## config.mk

```make
export PLATFORM = sky130hd
export DESIGN_NAME = apb_rr_arbiter
export DESIGN_NICKNAME = d
export VERILOG_FILES = /design/src/rtl/apb_rr_arbiter.sv
export SDC_FILE = /design/constraint.sdc
export NUM_CORES = 1
export LEC_CHECK = 0
export CAP_MARGIN = 20
export CORE_ASPECT_RATIO = 0.5
export CORE_MARGIN = 1.5
export CORE_UTILIZATION = 27
export CTS_BUF_LIST = sky130_fd_sc_hd__clkbuf_2
export CTS_CLUSTER_DIAMETER = 40
export DETAILED_ROUTE_END_ITERATION = 10
export SYNTH_ARGS = -nofsm -noshare
export SYNTH_HDL_FRONTEND = slang
export SYNTH_SLANG_ARGS = --single-unit
```

## constraint.sdc

```tcl
create_clock -name PCLK -period 4.9 [get_ports PCLK]
set_clock_uncertainty 0.15 [all_clocks]
set_input_delay 0.735 -clock PCLK [delete_from_list [all_inputs] [get_ports PCLK]]
set_output_delay 0.735 -clock PCLK [all_outputs]
set_load 0.01 [all_outputs]
```

## src/rtl/apb_rr_arbiter.sv

```systemverilog
// Two-requester round-robin arbiter sequencing one APB master port.
// Owner's request is latched at grant; hung ACCESS phases abort after TIMEOUT cycles.
module apb_rr_arbiter #(
    parameter int ADDR_W  = 8,
    parameter int DATA_W  = 8,
    parameter int TIMEOUT = 16
) (
    input  logic              PCLK,
    input  logic              PRESET,
    input  logic              req0,
    input  logic              req1,
    input  logic              wr0,
    input  logic              wr1,
    input  logic [ADDR_W-1:0] addr0,
    input  logic [ADDR_W-1:0] addr1,
    input  logic [DATA_W-1:0] wdata0,
    input  logic [DATA_W-1:0] wdata1,
    output logic              gnt0,
    output logic              gnt1,
    output logic              done0,
    output logic              done1,
    output logic [DATA_W-1:0] rdata0,
    output logic [DATA_W-1:0] rdata1,
    output logic              err0,
    output logic              err1,
    output logic              PSEL,
    output logic              PENABLE,
    output logic              PWRITE,
    output logic [ADDR_W-1:0] PADDR,
    output logic [DATA_W-1:0] PWDATA,
    input  logic [DATA_W-1:0] PRDATA,
    input  logic              PREADY,
    input  logic              PSLVERR
);
    localparam int CW = (TIMEOUT > 1) ? $clog2(TIMEOUT) : 1;

    typedef enum logic [1:0] {IDLE, SETUP, ACCESS} state_t;

    state_t            state_reg, state_next;
    logic              last_reg, last_next;
    logic              owner_reg, owner_next;
    logic [CW-1:0]     cnt_reg, cnt_next;
    logic [1:0]        gnt_reg, gnt_next;
    logic [1:0]        done_reg, done_next;
    logic [1:0]        err_reg, err_next;
    logic [DATA_W-1:0] rdata_reg [2];
    logic [DATA_W-1:0] rdata_next [2];
    logic              psel_reg, psel_next;
    logic              penable_reg, penable_next;
    logic              pwrite_reg, pwrite_next;
    logic [ADDR_W-1:0] paddr_reg, paddr_next;
    logic [DATA_W-1:0] pwdata_reg, pwdata_next;

    logic [1:0]        req;
    logic [1:0]        wr;
    logic [ADDR_W-1:0] addr_a [2];
    logic [DATA_W-1:0] wdata_a [2];
    logic              grant_valid;
    logic              grant_sel;

    assign req        = {req1, req0};
    assign wr         = {wr1, wr0};
    assign addr_a[0]  = addr0;
    assign addr_a[1]  = addr1;
    assign wdata_a[0] = wdata0;
    assign wdata_a[1] = wdata1;

    // Requester 0 wins unless requester 1 is alone or it is requester 1's turn.
    assign grant_valid = |req;
    assign grant_sel   = req[1] && (!req[0] || !last_reg);

    always_comb begin
        state_next   = state_reg;
        last_next    = last_reg;
        owner_next   = owner_reg;
        cnt_next     = cnt_reg;
        gnt_next     = gnt_reg;
        done_next    = 2'b00;
        err_next     = err_reg;
        rdata_next   = rdata_reg;
        psel_next    = psel_reg;
        penable_next = penable_reg;
        pwrite_next  = pwrite_reg;
        paddr_next   = paddr_reg;
        pwdata_next  = pwdata_reg;
        case (state_reg)
            IDLE: begin
                if (grant_valid) begin
                    owner_next            = grant_sel;
                    last_next             = grant_sel;
                    pwrite_next           = wr[grant_sel];
                    paddr_next            = addr_a[grant_sel];
                    pwdata_next           = wdata_a[grant_sel];
                    gnt_next              = 2'b00;
                    gnt_next[grant_sel]   = 1'b1;
                    psel_next             = 1'b1;
                    penable_next          = 1'b0;
                    state_next            = SETUP;
                end
            end
            SETUP: begin
                penable_next = 1'b1;
                cnt_next     = '0;
                state_next   = ACCESS;
            end
            ACCESS: begin
                if (PREADY) begin
                    psel_next            = 1'b0;
                    penable_next         = 1'b0;
                    gnt_next             = 2'b00;
                    done_next[owner_reg] = 1'b1;
                    err_next[owner_reg]  = PSLVERR;
                    if (!pwrite_reg) begin
                        rdata_next[owner_reg] = PRDATA;
                    end
                    state_next = IDLE;
                end else if (cnt_reg == CW'(TIMEOUT - 1)) begin
                    psel_next             = 1'b0;
                    penable_next          = 1'b0;
                    gnt_next              = 2'b00;
                    done_next[owner_reg]  = 1'b1;
                    err_next[owner_reg]   = 1'b1;
                    rdata_next[owner_reg] = '0;
                    state_next            = IDLE;
                end else begin
                    cnt_next = cnt_reg + CW'(1);
                end
            end
            default: state_next = IDLE;
        endcase
    end

    always_ff @(posedge PCLK or posedge PRESET) begin
        if (PRESET) begin
            state_reg    <= IDLE;
            last_reg     <= 1'b1;
            owner_reg    <= 1'b0;
            cnt_reg      <= '0;
            gnt_reg      <= 2'b00;
            done_reg     <= 2'b00;
            err_reg      <= 2'b00;
            rdata_reg[0] <= '0;
            rdata_reg[1] <= '0;
            psel_reg     <= 1'b0;
            penable_reg  <= 1'b0;
            pwrite_reg   <= 1'b0;
            paddr_reg    <= '0;
            pwdata_reg   <= '0;
        end else begin
            state_reg    <= state_next;
            last_reg     <= last_next;
            owner_reg    <= owner_next;
            cnt_reg      <= cnt_next;
            gnt_reg      <= gnt_next;
            done_reg     <= done_next;
            err_reg      <= err_next;
            rdata_reg[0] <= rdata_next[0];
            rdata_reg[1] <= rdata_next[1];
            psel_reg     <= psel_next;
            penable_reg  <= penable_next;
            pwrite_reg   <= pwrite_next;
            paddr_reg    <= paddr_next;
            pwdata_reg   <= pwdata_next;
        end
    end

    assign gnt0    = gnt_reg[0];
    assign gnt1    = gnt_reg[1];
    assign done0   = done_reg[0];
    assign done1   = done_reg[1];
    assign err0    = err_reg[0];
    assign err1    = err_reg[1];
    assign rdata0  = rdata_reg[0];
    assign rdata1  = rdata_reg[1];
    assign PSEL    = psel_reg;
    assign PENABLE = penable_reg;
    assign PWRITE  = pwrite_reg;
    assign PADDR   = paddr_reg;
    assign PWDATA  = pwdata_reg;
endmodule

```

# == Word-level counts from Yosys, hierarchy flattened ==
# Cells that the tools add are included.
# classes
n_addsub,1
n_lt_le_gt_ge,7
n_eq_ne,8
n_mux,39
bitwise_logic,5
n_reduce_logical,20
# op_table
cell,count
8-bit two-way mux,7
16-bit two-way mux,3
2-bit two-way mux,9
16-bit AND,1
16-bit bitwise mux,1
16-bit NOT,1
3-bit AND reduction,4
8-bit demux with 1-bit select,1
1-bit two-way mux,8
4-bit two-way mux,2
"2-bit inequality test, second input constant",4
4-bit one-hot mux with 2 select lines,1
2-bit one-hot mux with 3 select lines,1
2-bit AND reduction,3
2-bit nonzero test,3
"4-bit by 1-bit adder with 4-bit output, second input constant",1
"4-bit equality test, second input constant",1
"2-bit greater-or-equal comparator, second input constant",2
1-bit logical AND,4
"1-bit by 2-bit less-than comparator with 1-bit output, second input constant",2
1-bit NOT with 2-bit output,2
2-bit one-hot mux with 2 select lines,1
"3-bit inequality test, second input constant",1
1-bit one-hot mux with 3 select lines,1
other kinds (13),16
# totals
register_bits,49
in_bits,48
output_inout_bits,41
elab_cells,94

# == Depth between registers and ports, before layout ==
# logic_depth
word_depth,9
mapped_depth,6
mapped_depth_nobuf,5

# == Least setup slack after synthesis ==
# OpenSTA, ideal clock, no wires.
# synth_path
path_kind,input-to-reg
from,in req1
to,reg pwdata_reg[0] (netlist: PWDATA[0])
setup_ns,0.126
t_arrival_ns,1.490
t_required_ns,4.624
path_slack_ns,3.134
stages,5
n_path_buf,2
path_cell_list,nand2b_1 and3_1 buf_2 buf_6 a221o_1
# synth_between
elab_chain_cells,5
# synth_lines
element,line_no,rtl
start: declaration,11,"input logic req1,"
1-bit logical AND,70,assign grant_sel = req[1] && (!req[0] || !last_reg);
1-bit NOT with 2-bit output (implied by the code),93,pwdata_next = wdata_a[grant_sel];
8-bit two-way mux (implied by the code) (3 in series),93,
end signal: assignment,163,pwdata_reg <= pwdata_next;
end: declaration,52,"logic [DATA_W-1:0] pwdata_reg, pwdata_next;"
# Parallel ways exist; a longest one is shown, timed or not. The select of a mux whose other input is x is not followed.
# A chain may end at the register's enable or synchronous reset.

# == Final worst setup path ==
# layout_path
from,in PREADY
to,reg rdata_reg (netlist bit rdata0[1])
# layout_between
elab_chain_cells,2
# layout_lines
element,line_no,rtl
start: declaration,32,"input logic PREADY,"
2-bit inequality test (no line) or 2-bit nonzero test (tied branches),-,
3-bit AND reduction (no line),-,
end: declaration,46,logic [DATA_W-1:0] rdata_reg [2];
# Parallel ways exist; a longest one is shown, timed or not.

==> flow_metrics.tcl <==
set metrics [dict create \
    p_leak_nw 1.317 \
    start_util_pct 27.69 \
    yosys-top-cells-area "dfrtp_1 54%, a221o_1 7.7%, a21boi_0 6.1%, a32o_1 5.4%, buf_2 1.8%" \
    max-cap-violations 0 \
    synth.net_count 233 \
    drc 0 \
    vias 1880 \
    critPathArrivalTime_ps 2940 \
    wl_per_cell_um 16.44 \
    grt_start_max_net_pins 50 \
    grt-ovfl-total 0 \
    synthesis.area_um2 2207 \
    synth_top_flop_cell "dfrtp_1" \
    synth_mux_area_share_pct 0 \
    clkLatencyLatePin_ps 440 \
    r2r_setup_slack_ps 2250 \
    rr_startpoint "state_reg[0]$_DFFE_PP0P_" \
    synth_commonest_cells "48 x dfrtp_1, 18 x a21boi_0, 17 x a221o_1" \
    tns_ps 0 \
    firstDrtPassIters 4 \
    grt_pass1_vias 1862 \
    ys_seq_area_share_pct 55.61 \
    status "completed" \
    synth.largest_area_cell "dfrtp_1" \
    htree_levels 2 \
    cts_made_buffers 5 \
    cts.repair.resized 0 \
    cts_setup_buffers 0 \
    cts.sinks 49 \
    areaGrowthSynthToFinish_pct 45.86 \
    synth_compound_area_share_pct 28.97 \
    ctsHoldBuffers 0 \
    slew_viol_final 0 \
    start_kind "primary input" \
    yosys.cell_count.top_type "dfrtp_1" \
    cp-end-kind "flip-flop" \
    gp_congestion 0.7284 \
    seq_area_um2 1227 \
    fin_crit_ps 2719 \
    synthAdderAreaFrac_pct 0.5669 \
    ys_seq_elements 49 \
    drt-total-wl_um 6215 \
    fin_hold_ws_ps 326.8 \
    ys_warn_count 0 \
    hold_viol_final 0 \
    rsz0062_at_grt "false" \
    tightest_slew_ps 1005 \
    slew_headroom_pct 32.85 \
    fillers 775 \
    p_per_area_nw_per_um2 553.7 \
    io_buffers 88 \
    synth.top_cell.area_share_pct 54.42 \
    setup_viol 0 \
    avgSynthCellArea_um2 12.00 \
    synthCells 184 \
    grt_pass1_wl_um 9956 \
    antenna_found_initial 0 \
    worstReg2RegEnd "PADDR[7]$_DFFE_PP0P_" \
    finalCritPeriodShare_pct 55.50 \
    track_usage_pct 14.97 \
    synth_top_family_by_area "compound AO/OA/AOI/OAI gates" \
    clk_path_buf_depth 2 \
    first_iter_violations 98 \
    core_area_um2 7971 \
    io_pins 89 \
    clockRootBuffer "clkbuf_2" \
    crit_fanout 16 \
    die_area_um2 8759 \
    final_antenna_net_count 0 \
    viasPerCell 4.974 \
    die_height_um 66.93 \
    antennaDiodeCount 0 \
    yosys.area_share.simple_pct 10.26 \
    dp_hpwl_um 4411 \
    clk_pin_slew_worst_paths_ps 250 \
    nets 315 \
    path_class "primary input to flip-flop" \
    synth_edf_count 0 \
    drive_above_1_share_pct 5.639 \
    synth_xor_area_share_pct 0 \
    fmax_mhz 367.7 \
    num_rows 23 \
    synthArstFlopShare_pct 100.0 \
    multi_input_area_um2 878.3 \
    dieWidth_um 130.9 \
    yosysUniqueCellTypes 44 \
    cts_tree "built" \
    peakVddDrop_mv 0.1355 \
    critPathRequiredTime_ps 5120 \
    hp-class "primary input to async pin" \
    r2r_cells 4 \
]
-- worst max-delay path, cell delays in order --
cell,delay [ps]
clkdlybuf4s50_1,680
nor2b_1,850
o21ai_1,360
a32o_1,300
-- metrics by stage --
step | utilization [%] | worst slack [ps] | power, mW | area, um2 | instances
floorplan | - | 2844 | 1.173 | 2207 | 184
global placement | 39.51 | 1845 | 1.585 | 3149 | 369
detailed placement | 39.65 | 1706 | 1.624 | 3161 | 370
CTS | 40.14 | 2239 | 1.794 | 3199 | 377
global route | 40.39 | 1990 | 1.915 | 3219 | 378
finish | 40.39 | 2181 | 1.783 | 3219 | 378
-- cells by family after synthesis --
family | Yosys count
flops | 49
compound gates | 77
fa+ha+maj | 1
buf+inv | 21
simple gates | 36
-- area by class of cell --
type / count / area share (%)
clock buffers: 6 / 0.9328
clock inverters: 1 / 0.2721
inverters: 6 / 0.6996
flip-flops and latches: 49 / 38.13
well taps: 112 / 4.353
repair buffers: 90 / 28.33
multi-input cells: 114 / 27.28
-- layer usage --
layer | share of wire, % | vias up | track usage (%)
li1 | - | 888 | -
met1 | 49 | 953 | 21.49
met2 | 47 | 32 | 22.57
met3 | 3.1 | 7 | 3.373
met4 | 0.82 | 0 | 3.984
met5 | 0 | - | 0
-- power by group --
part,switching [mW],internal [mW],leakage (nW)
clock network,0.135,0.0358,0.0290
logic,0.374,0.514,0.685
registers,0.144,0.580,0.603
total,0.653,1.13,1.32
-- layout by cell type (no fill, tap or decap), types with 3 or more instances in the layout --
cell type	instances
a221o_1	17
a22o_1	4
a21o_1	3
a32o_1	12
clkbuf_2	6
a21boi_0	18
dfrtp_1	48
nor3b_1	3
nor2b_1	5
a21oi_1	4
inv_1	5
nand2_1	3
o21ai_0	3
clkdlybuf4s50_1	88
nand3_1	7
nor2_1	3
nand2b_1	4
-- worst max path at each step --
stage / startpoint / to / slack, ps / cells past startpoint
final: PREADY / rdata0[1]$_DFFE_PP0P_ / 2180 / 4
after global routing: state_reg[0]$_DFFE_PP0P_ / PADDR[7]$_DFFE_PP0P_ / 1990 / 4
after CTS: PREADY / rdata0[1]$_DFFE_PP0P_ / 2240 / 4
after detailed placement: PREADY / rdata0[1]$_DFFE_PP0P_ / 1710 / 4
after global placement: PREADY / rdata1[1]$_DFFE_PP0P_ / 1840 / 4
after floorplan: PRESET / PADDR[0]$_DFFE_PP0P_ / 2840 / 1
Note: power is estimated with default switching activity, not from simulation.
